--- src/rtl/vending_pkg.sv ---
// Shared types for the vending machine: change-dispenser FSM states, coin values, item codes.
// The ST_ERR state only exists when CHG_TIMEOUT_EN is defined.
package vending_pkg;

  typedef enum logic [2:0] {
    ST_IDLE,
    ST_SELECT,
    ST_EJECT,
    ST_GAP,
    ST_DONE
`ifdef CHG_TIMEOUT_EN
    , ST_ERR
`endif
  } chg_state_t;

  typedef enum logic {
    SEL_FIVE,
    SEL_TEN
  } coin_sel_t;

  localparam int COIN_TEN  = 10;
  localparam int COIN_FIVE = 5;

  // One-hot item codes, shared with the VendingMachine front end.
  typedef enum logic [3:0] {
    ITEM_NONE  = 4'b0000,
    ITEM_WATER = 4'b0001,
    ITEM_SODA  = 4'b0010,
    ITEM_CHIPS = 4'b0100,
    ITEM_CANDY = 4'b1000
  } item_t;

  function automatic int coin_value(input coin_sel_t sel);
    return (sel == SEL_TEN) ? COIN_TEN : COIN_FIVE;
  endfunction

endpackage

--- src/rtl/coin_counter.sv ---
// Saturating up/down inventory counter for one coin denomination.
// Simultaneous inc and dec cancel; the count never wraps past 0 or all-ones.
module coin_counter #(
  parameter int CNT_W = 8,
  parameter int INIT  = 0
) (
  input  logic             clk,
  input  logic             rst,
  input  logic             inc,
  input  logic             dec,
  output logic [CNT_W-1:0] cnt
);

  localparam logic [CNT_W-1:0] CNT_MAX = '1;

  // NOTE: sequential state is updated with non-blocking assignments only, so every
  // flop samples pre-edge values regardless of process evaluation order.
  always_ff @(posedge clk) begin
    if (!rst) begin
      cnt <= CNT_W'(INIT);
    end else if (inc && !dec && cnt != CNT_MAX) begin
      cnt <= cnt + 1'b1;
    end else if (dec && !inc && cnt != '0) begin
      cnt <= cnt - 1'b1;
    end
  end

endmodule

--- src/rtl/change_dispenser.sv ---
// Pays a change amount as 10/5-rupee coins, greedy largest-first, via hopper eject/ack.
// Optional hopper-ack timeout with sticky error state: define CHG_TIMEOUT_EN.
module change_dispenser
  import vending_pkg::*;
#(
  parameter int AMT_W       = 8,
  parameter int CNT_W       = 8,
  parameter int TEN_INIT    = 16,
  parameter int FIVE_INIT   = 32,
  parameter int GAP_CYC     = 2,
  parameter int ACK_TIMEOUT = 64
) (
  input  logic             clk,
  input  logic             rst,
  input  logic             chg_valid,
  input  logic [AMT_W-1:0] chg_amt,
  output logic             chg_ready,
  output logic             eject_ten,
  output logic             eject_five,
  input  logic             hopper_ack,
  input  logic             refill_ten,
  input  logic             refill_five,
  output logic [CNT_W-1:0] ten_cnt,
  output logic [CNT_W-1:0] five_cnt,
  output logic             busy,
  output logic             done,
  output logic [AMT_W-1:0] shortfall,
  output logic             err_timeout
);

  localparam logic [AMT_W-1:0] TEN_V    = AMT_W'(COIN_TEN);
  localparam logic [AMT_W-1:0] FIVE_V   = AMT_W'(COIN_FIVE);
  localparam int               GAP_W    = (GAP_CYC > 1) ? $clog2(GAP_CYC) : 1;
  localparam logic [GAP_W-1:0] GAP_LAST = GAP_W'(GAP_CYC - 1);

  chg_state_t       state, state_nx;
  coin_sel_t        coin;
  logic [AMT_W-1:0] rem;
  logic [GAP_W-1:0] gap_cnt;
  logic             accept, pick_ten, pick_five, ack_take, gap_last, timeout;

  assign accept    = chg_valid && (state == ST_IDLE);
  assign pick_ten  = (rem >= TEN_V) && (ten_cnt != '0);
  assign pick_five = !pick_ten && (rem >= FIVE_V) && (five_cnt != '0);
  assign ack_take  = (state == ST_EJECT) && hopper_ack;
  assign gap_last  = (gap_cnt == GAP_LAST);

  coin_counter #(.CNT_W(CNT_W), .INIT(TEN_INIT)) u_ten_cnt (
    .clk (clk),
    .rst (rst),
    .inc (refill_ten),
    .dec (ack_take && coin == SEL_TEN),
    .cnt (ten_cnt)
  );

  coin_counter #(.CNT_W(CNT_W), .INIT(FIVE_INIT)) u_five_cnt (
    .clk (clk),
    .rst (rst),
    .inc (refill_five),
    .dec (ack_take && coin == SEL_FIVE),
    .cnt (five_cnt)
  );

`ifdef CHG_TIMEOUT_EN
  localparam int             TO_W    = (ACK_TIMEOUT > 1) ? $clog2(ACK_TIMEOUT) : 1;
  localparam logic [TO_W-1:0] TO_LAST = TO_W'(ACK_TIMEOUT - 1);

  logic [TO_W-1:0] to_cnt;
  logic            err_q;

  assign timeout     = (state == ST_EJECT) && !hopper_ack && (to_cnt == TO_LAST);
  assign err_timeout = err_q;

  always_ff @(posedge clk) begin
    if (!rst) begin
      to_cnt <= '0;
      err_q  <= 1'b0;
    end else begin
      to_cnt <= (state == ST_EJECT) ? to_cnt + 1'b1 : '0;
      if (timeout) err_q <= 1'b1;
    end
  end
`else
  // ACK_TIMEOUT only matters in the timeout build; keep the parameter referenced.
  logic unused_ack_timeout;
  assign unused_ack_timeout = |ACK_TIMEOUT;
  assign timeout            = 1'b0;
  assign err_timeout        = 1'b0;
`endif

  always_ff @(posedge clk) begin
    if (!rst) state <= ST_IDLE;
    else      state <= state_nx;
  end

  // NOTE: next state gets a default before the case so no path leaves it unassigned
  // (which would infer a latch).
  always_comb begin
    state_nx = state;
    case (state)
      ST_IDLE:   if (accept) state_nx = ST_SELECT;
      ST_SELECT: state_nx = (pick_ten || pick_five) ? ST_EJECT : ST_DONE;
      ST_EJECT: begin
        if (hopper_ack)   state_nx = ST_GAP;
        else if (timeout) state_nx = ST_DONE;
      end
      ST_GAP:    if (gap_last) state_nx = ST_SELECT;
`ifdef CHG_TIMEOUT_EN
      ST_DONE:   state_nx = err_q ? ST_ERR : ST_IDLE;
      ST_ERR:    state_nx = ST_ERR;
`else
      ST_DONE:   state_nx = ST_IDLE;
`endif
      default:   state_nx = ST_IDLE;
    endcase
  end

  always_ff @(posedge clk) begin
    if (!rst) begin
      rem       <= '0;
      coin      <= SEL_FIVE;
      gap_cnt   <= '0;
      shortfall <= '0;
    end else begin
      if (accept) begin
        rem       <= chg_amt;
        shortfall <= '0;
      end
      if (state == ST_SELECT) begin
        coin <= pick_ten ? SEL_TEN : SEL_FIVE;
        if (!pick_ten && !pick_five) shortfall <= rem;
      end
      if (ack_take) rem <= rem - AMT_W'(coin_value(coin));
      if (timeout)  shortfall <= rem;
      gap_cnt <= (state == ST_GAP) ? gap_cnt + 1'b1 : '0;
    end
  end

  assign chg_ready  = (state == ST_IDLE);
  assign eject_ten  = (state == ST_EJECT) && (coin == SEL_TEN);
  assign eject_five = (state == ST_EJECT) && (coin == SEL_FIVE);
  assign busy       = (state == ST_SELECT) || (state == ST_EJECT) ||
                      (state == ST_GAP)    || (state == ST_DONE);
  assign done       = (state == ST_DONE);

endmodule

--- config.mk ---
export PLATFORM = sky130hd
export DESIGN_NAME = change_dispenser
export DESIGN_NICKNAME = d
export VERILOG_FILES = /design/src/rtl/vending_pkg.sv /design/src/rtl/coin_counter.sv /design/src/rtl/change_dispenser.sv
export SDC_FILE = /design/constraint.sdc
export NUM_CORES = 1
export LEC_CHECK = 0
export CORE_MARGIN = 2
export CORE_UTILIZATION = 57
export DETAILED_ROUTE_END_ITERATION = 10
export GPL_ROUTABILITY_DRIVEN = 0
export PLACE_DENSITY = 0.83
export SLEW_MARGIN = 20
export SYNTH_ARGS = -nofsm -noshare
export SYNTH_HDL_FRONTEND = slang
export SYNTH_SLANG_ARGS = --single-unit
--- constraint.sdc ---
create_clock -name clk -period 5.6 [get_ports clk]
set_clock_uncertainty 0.2 [all_clocks]
set_input_delay 1.68 -clock clk [delete_from_list [all_inputs] [get_ports clk]]
set_output_delay 1.68 -clock clk [all_outputs]
set_load 0.02 [all_outputs]
# Word-level counts from Yosys, hierarchy flattened
# Index checks and enable logic that the tools add are counted.
[word_totals]
ff_bits = 37
latch_bits = 0
ram_bits = 0
rom_bits = 0
inputBits = 14
wordCells = 77
memories = 0
[op_classes]
add_sub_neg = 6
n_mul = 0
div_mod_pow = 0
magnitude_cmp = 2
n_eq_ne = 9
n_shift = 0
muxes = 16
bitwise = 1
n_reduce_logical = 36
[ops]
columns = ["operator", "n"]
rows = [
  ["$mux 8", 9],
  ["$logic_and 1x1->1", 18],
  ["$add 8x1->8 const B", 2],
  ["$ne 8x8->1 const B", 2],
  ["$reduce_bool 8->1", 2],
  ["$sub 8x1->8 const B", 2],
  ["$mux 3", 4],
  ["$pmux 3 s4", 1],
  ["$ge 8x3->1 const B", 1],
  ["$ge 8x4->1 const B", 1],
  ["$sub 8x4->8", 1],
  ["$eq 3x2->1 const B", 2],
  ["$logic_not 1->1", 6],
  ["$reduce_bool 2->1", 3],
  ["$logic_or 1x1->1", 4],
  ["$mux 4", 1],
  ["$ne 2x2->1 const B", 2],
  ["$eq 3x1->1 const B", 1],
  ["$eq 3x3->1 const B", 1],
  ["$logic_not 3->1", 1],
  ["$reduce_and 3->1", 1],
  ["$ne 2x1->1 const B", 1],
  ["$reduce_and 2->1", 1],
  ["$add 1x1->1 const B", 1],
  ["2 further kinds", 2],
]

# Longest topological paths before layout
[depth]
word_depth = 9
mapped_depth = 9
depth_no_buf = 9

# Modules after synthesis
# From an unflattened synthesis, not the netlist that was laid out.
[hier_totals]
cells_unflattened = 288
hier_area_um2 = 2434.8
[modules_own_cells]
columns = ["module", "instances", "cells_each", "area_per_inst_um2", "seq_area_each_um2"]
rows = [
  ["change_dispenser", 1, 149, 1270.0, 420.4],
  ["coin_counter (u_ten_cnt)", 1, 71, 583.1, 160.2],
  ["coin_counter (u_five_cnt)", 1, 68, 581.8, 160.2],
]

# Worst setup path after synthesis
# OpenSTA, ideal clock, no wires.
[synth_timing]
kind = "in2reg"
startpoint = "input port hopper_ack"
endpoint = "register u_ten_cnt.cnt[6]"
setup_ns = 0.134
arrival_time_ns = 3.530
required_time_ns = 5.266
path_slack_ns = 1.736
cell_stages = 9
n_path_buf = 1
cell_sequence = "nand4bb_1 buf_2 o221ai_2 ha_1 a211oi_1 nor2_1 mux2_2 o21ai_0 a21oi_1"
[synth_via]
elab_chain_len = 6
elab_cells_between_ends = 9
[synth_rtl]
columns = ["item", "line_no", "rtl"]
rows = [
  ["start: declaration", "change_dispenser.sv:20", "input logic hopper_ack,"],
  ["$logic_and 1x1->1 (*)", "change_dispenser.sv:45", "assign ack_take = (state == ST_EJECT) && hopper_ack;"],
  ["$logic_and 1x1->1 (*)", "change_dispenser.sv:52", ".dec (ack_take && coin == SEL_TEN),"],
  ["$logic_not 1->1", "coin_counter.sv:21", "end else if (inc && !dec && cnt != CNT_MAX) begin"],
  ["$logic_and 1x1->1 (2 in series)", "coin_counter.sv:21", ""],
  ["$mux 8 / $reduce_bool 2->1 (equally long branches)", "n/a", ""],
  ["end signal: assignment", "coin_counter.sv:20", "cnt <= CNT_W'(INIT);"],
  ["end signal: assignment", "coin_counter.sv:22", "cnt <= cnt + 1'b1;"],
  ["end signal: assignment", "coin_counter.sv:24", "cnt <= cnt - 1'b1;"],
  ["end: declaration", "coin_counter.sv:11", "output logic [CNT_W-1:0] cnt"],
]
# Mark *: on every way between the ends. The rest lies on a longest branch, timed or not.
# A chain may end at the register's enable or synchronous reset.

# Worst setup path after layout
# Ends and elaborated chain as after synthesis.

==> run metrics <==
Final setup violation count=0; ANT nets after route=0; Final Hold Fails=0; Worst slew margin=57.8%; drt pass-1 iters=4; RSZ-0062 raised after global routing=false; gr usage total=24.9%; global-route wire length before repair=10.1 mm; Avg WL per Cell=15.6 µm; Synth async-reset ratio=0%; violation count after the first detailed-routing iteration=201; Core Util, Final=74.6%; gate count of the mapped netlist=284; DR vias/cell=6.11; hold_sp=shortfall[7]; Max-Cap Viols=0; Fmax=228 MHz; CTS Buf Count=5; Die Y-Extent=69.9 µm; critical path's slowest cell=o221ai_2; leakage=0.00115 µW; Levels on crit path=10; CTS tree=done; pwr/cell area=392 nW/µm²; total number of H-tree levels=2; total power=1190 µW; RR Startpoint=state[1]; CP arrival=4370 ps; final instance area=3050 µm²; layout cells sized above 1=8.00%; number of synthesized register bits=37; largest net degree at the start of global routing=25; initial antenna violation count=0; Setup CP Type=in -> reg; hpwl dp=4.09 mm; Ys Warns=0; Vias=2,290; critical path's largest stage delay=520 ps; clock sink count=37; maximum vdd ir drop=199 µV; syn_nets=318; DRC viols=0; I/O pins=44; PortBufs=42; Max Buffers Root-to-Sink=2; most common cell after layout, fill and taps aside=clkdlybuf4s50_1; Area Growth Syn to Fin=23.2%; Crit. Startpoint=hopper_ack; Area after DPL=2910 µm²; worst skew pair latency=300 ps; worst slew pin tran=632 ps; Post-CTS Resized=0; vias in the first global route=2,258; CP Buf/Inv Count=2; Worst R2R Setup Slack=2500 ps; worst hold slack=256 ps; fin crit period=4390 ps; Clock Tree Root=clkbuf_8; die width=69.9 µm; status=completed; clock-pin slew of the registers on the worst-case setup and hold paths=80 ps; number of flops mapped to enable cells by yosys=0; Core Area=4090 µm²; Required @ worst endpoint=5580 ps; Hold Path Class=reg -> reg; Worst setup EP type=flop; Total Nets Final=358; CP startpoint kind=input pin; CP cell instances=clkdlybuf4s50_1 > nand4bb_1 > buf_4 > o221ai_2 > ha_1 > a211oi_1 > nor2_1 > mux2_2 > o21ai_0 > a21oi_1; worst-path fanout max=11; Die ar.=4880 µm²; sequential fraction of the synthesis area=29.9%; grt total ovfl=0; most frequent cells in the layout=42 x clkdlybuf4s50_1, 37 x dfxtp_1, 26 x nor2_1; count of final max-slew check failures=0; commonest register cell after synthesis=dfxtp_1; Antenna diodes=0; setup_tns=0 ps; number of distinct library cells after synthesis=57; crit path to=u_ten_cnt.cnt[6]; Post-Syn Area=2470 µm²; # Post-CTS Setup Buffers=0; initial core utilization=60.6%; Avg Cell Area, Syn=8.71 µm²; Post-CTS Hold Buffers=0; R2R Path End=u_ten_cnt.cnt[6]; R2R cell count=9; Top delay family on crit path=compound AO/OA/AOI/OAI gates; # rows=23; fin crit share=78.4%; routed wire length=5.85 mm
logic make-up (layout without fill, tap and decap cells):
| logic type | Yosys count | after routing | share of synthesized area (%) |
|---|---|---|---|
| other | 1 | 1 | 0.152 |
| AOI/OAI and AO/OA | 76 | 76 | 22.2 |
| adders and majority gates | 20 | 20 | 11.0 |
| DFF | 37 | 37 | 29.9 |
| xor gates and xnor gates | 10 | 10 | 3.54 |
| and+or+nand+nor | 100 | 100 | 22.0 |
| buffers and inverters | 24 | 65 | 4.50 |
| muxes | 16 | 16 | 6.62 |
tightest hold or removal path, stage by stage, from the launching register on:
cell	delay [ps]
dfxtp_1	310
nand3_1	60
o21ai_1	50
through the flow:
stage	cells	worst slack, ps
floorplan	284	1740
global placement	367	1070
detailed placement	367	939
CTS	375	1240
global route	375	1100
finish	375	1210
routing by layer:
layer	global-route usage, %	part of all wire [%]	vias up
met3	4.33	4.4	9
met4	10.9	1.7	0
met2	41.4	50	62
met1	31.7	44	1083
li1	-	-	1136
met5	0	0	-
flip-flops by register name, indices dropped and copies added (netlist names):
register	flops
rem	8
u_ten_cnt.cnt	8
gap_cnt	1
shortfall	8
coin	1
u_five_cnt.cnt	8
state	3
synth_stat cells, types with 2 or more instances:
| master | number | area [µm²] |
|---|---|---|
| nand2_1 | 19 | 71.3 |
| o21ai_1 | 4 | 20.0 |
| fa_1 | 3 | 60.1 |
| a21o_1 | 3 | 22.5 |
| xnor2_1 | 9 | 78.8 |
| nand3b_1 | 3 | 22.5 |
| a211oi_1 | 8 | 60.1 |
| o21ai_0 | 12 | 60.1 |
| o211ai_1 | 5 | 37.5 |
| inv_1 | 12 | 45.0 |
| nor2_1 | 26 | 97.6 |
| nor3b_1 | 4 | 30.0 |
| or4_1 | 3 | 22.5 |
| buf_2 | 2 | 10.0 |
| ha_1 | 17 | 213 |
| clkbuf_1 | 7 | 26.3 |
| nor4b_1 | 2 | 17.5 |
| nor4_1 | 3 | 18.8 |
| o31ai_1 | 3 | 22.5 |
| a31oi_1 | 6 | 37.5 |
| nand4_1 | 4 | 25.0 |
| a21oi_1 | 14 | 70.1 |
| nor3_1 | 9 | 45.0 |
| mux2i_1 | 13 | 130 |
| nor2b_1 | 4 | 25.0 |
| dfxtp_1 | 37 | 741 |
| o21a_1 | 6 | 45.0 |
| or4_4 | 2 | 22.5 |
| nand2b_1 | 2 | 12.5 |
| nand3_1 | 11 | 55.1 |
| mux2_2 | 3 | 33.8 |
| buf_6 | 2 | 22.5 |
| a32oi_1 | 2 | 17.5 |
where the power goes:
| part | leakage (µW) | internal (µW) | switching [µW] |
|---|---|---|---|
| Sequential | 0.000304 | 308 | 68.3 |
| Combinational | 0.000781 | 252 | 288 |
| Clock | 0.0000681 | 177 | 102 |
final cells by class:
type / count / area, µm²
fillers: 338 / 1040
multi-input cells: 223 / 1620
clock inverters: 3 / 65.1
flip-flops and latches: 37 / 741
well taps: 50 / 62.6
inverters: 12 / 45.0
clock buffers: 5 / 68.8
repair buffers: 45 / 443
worst min-delay path by stage:
stage | endpoint | slack (ps) | cells past startpoint
finish | shortfall[7] | 260 | 2
global route | shortfall[4] | 290 | 2
CTS | shortfall[7] | 260 | 2
detailed placement | shortfall[7] | 250 | 2
global placement | shortfall[3] | 240 | 2
floorplan | shortfall[7] | 240 | 2
(Power assumes the default switching activity.)
